File: src/rtl/seg_scanner.sv
// seg_scanner: time-multiplexed segment display driver with per-slot dead time,
// brightness PWM and frame-aligned double-buffered pattern updates.
module seg_scanner #(
    parameter int NUM_DIGITS     = 4,
    parameter int SEG_W          = 8,
    parameter int DWELL          = 1024,
    parameter int BLANK          = 16,
    parameter int SEG_ACTIVE_LOW = 0,
    parameter int DIG_ACTIVE_LOW = 1
) (
    input  logic                        clk,
    input  logic                        rst_n,
    input  logic [NUM_DIGITS*SEG_W-1:0] seg_data,
    input  logic [NUM_DIGITS-1:0]       digit_en,
    input  logic                        update,
    input  logic [3:0]                  brightness,
    output logic [SEG_W-1:0]            seg_out,
    output logic [NUM_DIGITS-1:0]       dig_out,
    output logic                        frame_start
);
    localparam int CW = (DWELL > 1) ? $clog2(DWELL) : 1;
    localparam int OW = $clog2(DWELL + 1);
    localparam int IW = $clog2(NUM_DIGITS);
    // XOR masks: inactive line levels, also used to apply output polarity
    localparam logic [SEG_W-1:0]      SEG_OFF = (SEG_ACTIVE_LOW != 0) ? '1 : '0;
    localparam logic [NUM_DIGITS-1:0] DIG_OFF = (DIG_ACTIVE_LOW != 0) ? '1 : '0;

    typedef enum logic [1:0] {PH_BLANK, PH_ON, PH_OFF} phase_e;

    logic [CW-1:0]               cnt_q, cnt_d;
    logic [IW-1:0]               idx_q, idx_d;
    logic [NUM_DIGITS*SEG_W-1:0] shadow_seg_q, shadow_seg_d;
    logic [NUM_DIGITS-1:0]       shadow_en_q, shadow_en_d;
    logic                        pending_q, pending_d;
    logic [OW-1:0]               on_len_q, on_len_d;
    logic [SEG_W-1:0]            seg_out_q, seg_out_d;
    logic [NUM_DIGITS-1:0]       dig_out_q, dig_out_d;
    logic                        frame_start_q, frame_start_d;
    logic                        wrap, frame_first, load, lit;
    phase_e                      phase;

    always_comb begin
        wrap          = cnt_q == CW'(DWELL - 1);
        frame_first   = (idx_q == '0) && (cnt_q == '0);
        load          = frame_first && (pending_q || update);
        cnt_d         = wrap ? '0 : cnt_q + CW'(1);
        idx_d         = !wrap ? idx_q : (idx_q == IW'(NUM_DIGITS - 1)) ? '0 : idx_q + IW'(1);
        pending_d     = load ? 1'b0 : (pending_q || update);
        shadow_seg_d  = load ? seg_data : shadow_seg_q;
        shadow_en_d   = load ? digit_en : shadow_en_q;
        on_len_d      = (cnt_q == '0) ? OW'((32'(DWELL - BLANK) * (32'(brightness) + 32'd1)) >> 4) : on_len_q;
        phase         = (32'(cnt_q) < BLANK) ? PH_BLANK :
                        (32'(cnt_q) < BLANK + 32'(on_len_q)) ? PH_ON : PH_OFF;
        lit           = (phase == PH_ON) && shadow_en_q[idx_q];
        seg_out_d     = lit ? (shadow_seg_q[idx_q*SEG_W +: SEG_W] ^ SEG_OFF) : SEG_OFF;
        dig_out_d     = lit ? ((NUM_DIGITS'(1) << idx_q) ^ DIG_OFF) : DIG_OFF;
        frame_start_d = frame_first;
    end

    // pending resets high so the shadow loads from live inputs on the first edge
    always_ff @(posedge clk or negedge rst_n) begin
        if (!rst_n) begin
            cnt_q         <= '0;
            idx_q         <= '0;
            shadow_seg_q  <= '0;
            shadow_en_q   <= '0;
            pending_q     <= 1'b1;
            on_len_q      <= '0;
            seg_out_q     <= SEG_OFF;
            dig_out_q     <= DIG_OFF;
            frame_start_q <= 1'b0;
        end else begin
            cnt_q         <= cnt_d;
            idx_q         <= idx_d;
            shadow_seg_q  <= shadow_seg_d;
            shadow_en_q   <= shadow_en_d;
            pending_q     <= pending_d;
            on_len_q      <= on_len_d;
            seg_out_q     <= seg_out_d;
            dig_out_q     <= dig_out_d;
            frame_start_q <= frame_start_d;
        end
    end

    assign seg_out     = seg_out_q;
    assign dig_out     = dig_out_q;
    assign frame_start = frame_start_q;
endmodule

File: config.mk
export PLATFORM = sky130hd
export DESIGN_NAME = seg_scanner
export DESIGN_NICKNAME = d
export VERILOG_FILES = /design/src/rtl/seg_scanner.sv
export SDC_FILE = /design/constraint.sdc
export NUM_CORES = 1
export LEC_CHECK = 0
export ABC_AREA = 1
export ABC_CLOCK_PERIOD_IN_PS = 1950
export CORE_MARGIN = 4
export CORE_UTILIZATION = 51
export DETAILED_ROUTE_END_ITERATION = 12
export PLACE_DENSITY = 0.81
export SYNTH_ARGS = -nofsm -noshare
export SYNTH_HDL_FRONTEND = slang
export SYNTH_SLANG_ARGS = --single-unit
File: constraint.sdc
create_clock -name clk -period 1.95 [get_ports clk]
set_input_delay 0.2925 -clock clk [delete_from_list [all_inputs] [get_ports clk]]
set_output_delay 0.2925 -clock clk [all_outputs]
set_load 0.01 [all_outputs]
==> impl_metrics.toml, run 1 <==
[run_status]
status = "complete, but fails checks"
violations = "setup timing"

[sta]
fin_crit_sh = 1.58
finalSetupViolCount = 8
hold_slack_ps = 308
finClkSkew_ps = 12.4
worst_slew_pin_slew_ps = 383
rsz0062_at_grt = "yes"
hold_viol_final = 0
drv_slew = 0
fin_ws_ps = -1140
fmax_mhz = 324
setup-tns-final_ps = -8000
period_needed_ps = 3090
slew_headroom = 0.745

[finish]
fillerInstances = 632
diodes = 0
synthToLayoutAreaGrowth_pct = 33.4
nNetsFinal = 702
design_area_mm2 = 0.00591
drive_gt1_frac = 0.270
stdcell_count = 724

[synthesis]
synth_area_per_cell_um2 = 8.68
postSynthCellCount = 511
synth_top_area_frac = 0.384
syn-cell-area_mm2 = 0.00443
synthAdderAreaFrac = 0.142
synthDistinctLibCells = 32
synthArstFlopShare = 1.00
ys.flop_type = "dfrtp_1"
synth_xor_area_frac = 0.0296
yosysTopAreaCell = "dfrtp_1"
ys_top_cells_by_area = "dfrtp_1, ha_1, nand2_1, inv_1, o21ai_2"
yosysWarnings = 0
yosys.area_share.simple = 0.170
synth_top_family_by_area = "simple AND/OR/NAND/NOR gates"
synthMuxAreaShare = 0
synth-seq-area-share = 0.413
ys_ff_latch = 73
synth_compound_area_frac = 0.146
synth_enable_flop_cells = 0
synthesis.nets = 599

[die]
die_h_um = 101
std_cell_rows = 33
core_mm2 = 0.00834
initial_core_util = 0.532
die_w_um = 101
io_pins = 56
dieArea_mm2 = 0.0102

[routing]
antenna_left = 0
wl_mm = 9.95
vias = 3661
drt_iter0_drc = 174
drc_errors = 0
wl_per_cell_um = 13.7
vias_per_cell = 5.06
dr.pass1.iters = 4

[worst_setup_path]
crit_buf_inv = 4
start_kind = "input pin"
crit_type = "input pin to register"
required_ps = 2190
crit_path_end_kind = "register"
critPathTopFamily = "adder cells"
r2r_slack_ps = 10
max_stage_delay_ps = 590
cp.arrival_ps = 3320
critPathSlowestCell = "fa_2"
path_cells = "buf_8, ha_4, xor2_4, fa_2, inv_2, fa_1, fa_1, inv_2, ha_4, nand3_2, nand2_2, buf_4, o21ai_0, a21oi_1, nor2_1"
critPathMaxFanout = 4

[placement]
place_area_mm2 = 0.00541
place.gp.congestion = 0.846
dp_hpwl_mm = 7.26
dp.cells = 697
port-buffer-count = 55

[cts]
cts.path.max_buffers = 2
cts-root-buf = "clkbuf_8"
clock_sinks = 73
clkLatencyLatePin_ps = 350
htree_levels = 3
cts_tree = "built"
clkTransAtPathRegs_ps = 70
cts_buffers = 9

[power_and_ir_drop]
vdd_drop_max_v = 0.000488
p_per_area_mw_per_mm2 = 935
leakagePower_nw = 2.85

[global_route]
antenna_found_initial = 0
grt_max_degree = 73
grtUsageTotal = 0.206
grt_pass1_vias = 3781
grt_first_pass_wirelength_mm = 16.8
grt_remaining_overflow = 0

[run]
maxCapViolations = 0

[worst_hold_path]
min_path_type = "input pin to register"
[cells in the final DEF (no fill, tap or decap), types with 3 or more instances in the layout]
master and count:
nor2_4 3, nand2_2 8, inv_1 80, nand2_1 99, buf_6 6, a21oi_1 27
buf_4 42, xor2_1 6, dfstp_2 5, inv_2 7, clkbuf_8 9, ha_1 30
o21ai_1 5, nand4_1 3, nor3_1 4, nand3_2 9, clkdlybuf4s50_1 50, buf_2 3
nor2_2 8, fa_2 4, nand3_1 15, o21ai_0 28, nor2_1 21, fa_1 5
ha_4 5, xnor2_1 5, dfrtp_1 68, o21ai_2 34
[routing by layer]
metal  global-route usage  share of wire  vias up  routed length (µm)
li1                     -              -     1822                   -
met1                0.254           0.41     1750                4090
met2                0.367           0.53       72                5230
met3               0.0275          0.044       17                 441
met4               0.0798          0.019        0                 191
met5                    0              0        -                   0
[power breakdown]
| part | leakage [nW] | total [mW] | switching [mW] | internal, mW |
|---|---|---|---|---|
| clock network | 0.114 | 1.33 | 0.594 | 0.731 |
| logic | 1.86 | 2.39 | 1.15 | 1.24 |
| registers | 0.877 | 1.82 | 0.116 | 1.70 |
| total | 2.85 | 5.53 | 1.86 | 3.67 |
[synth_stat cells, types with 7 or more instances]
master and instances:
ha_1 36, nor2_1 30, fa_1 9, inv_1 86, nand3_1 24, buf_6 7
a21oi_1 30, xnor2_1 7, o21ai_0 31, o21ai_2 34, nand2_1 104, dfrtp_1 68
xor2_1 8
[repair_timing]
item / 4_1_cts / 5_1_grt
pin swaps: 22 / 21
hold endpoints to repair: 14 / 0
setup buffers: 6 / 4
hold buffers: 1 / 0
gates resized for setup: 42 / 24
setup endpoints to repair: 18 / 23
[stage by stage]
step                 util  setup slack, ps  power, mW
CTS                 0.694            -1150       5.38
floorplan               -            -1170       3.05
finish              0.709            -1140       5.53
global route        0.709            -1260       5.92
detailed placement  0.649            -1950       3.76
global placement    0.649            -1790       3.64
[logic make-up after synthesis]
logic type,count (synthesis)
AND/OR/NAND/NOR,175
AO/OA/AOI/OAI,102
buffers and inverters,101
flip-flops,73
adder cells (fa/ha/maj),45
XOR/XNOR,15
[path summary, 6_finish.rpt]
path,startpoint,endpoint,cells past startpoint
hold reg to reg,on_len_q[1]$_DFFE_PN0N_,on_len_q[1]$_DFFE_PN0N_,2
setup reg to reg,on_len_q[5]$_DFFE_PN0N_,seg_out[6]$_DFF_PN0_,11
min in group asynchronous,rst_n,idx_q[1]$_DFFE_PN0N_,2
setup / recovery,brightness[1],on_len_q[6]$_DFFE_PN0N_,15
max in group asynchronous,rst_n,cnt_q[7]$_DFF_PN0_,4
hold / removal,brightness[0],on_len_q[0]$_DFFE_PN0N_,3
[final cells by class]
cell class,instances,area [µm²],share of cell area
timing repair buffer,106,983,0.166
clock buffer,9,124,0.0209
tap,105,131,0.0222
inverter,87,327,0.0552
sequential,73,1830,0.310
multi-input combinational,337,2410,0.408
clock inverter,7,100,0.0169
[state kept, by name, indices dropped and copies added, names as in the netlist]
name / cells
seg_out: 8
dig_out: 4
shadow_seg_q: 32
frame_start: 1
idx_q: 2
pending_q: 1
cnt_q: 10
on_len_q: 11
shadow_en_q: 4
[worst register-to-register path, cell delays in order, from the launching register on]
cell	delay, ps
dfrtp_1	370
nand2_1	70
nor2_2	120
nand3_1	90
xor2_1	160
ha_1	290
a21o_1	170
nand4_1	90
nand2_2	100
nor2_4	160
nand2_4	140
nor2_2	120
Power figures use the tool's default switching activity.
==> run 2: changes to the inputs <==
--- a/config.mk
+++ b/config.mk
@@ -9,6 +9,7 @@
 export ABC_CLOCK_PERIOD_IN_PS = 1950
 export CORE_MARGIN = 4
 export CORE_UTILIZATION = 51
+export CTS_CLUSTER_SIZE = 24
 export DETAILED_ROUTE_END_ITERATION = 12
 export PLACE_DENSITY = 0.81
 export SYNTH_ARGS = -nofsm -noshare
==> results of run 2 <==
No change in the layout: final DEF, timing and power equal those of run 1.
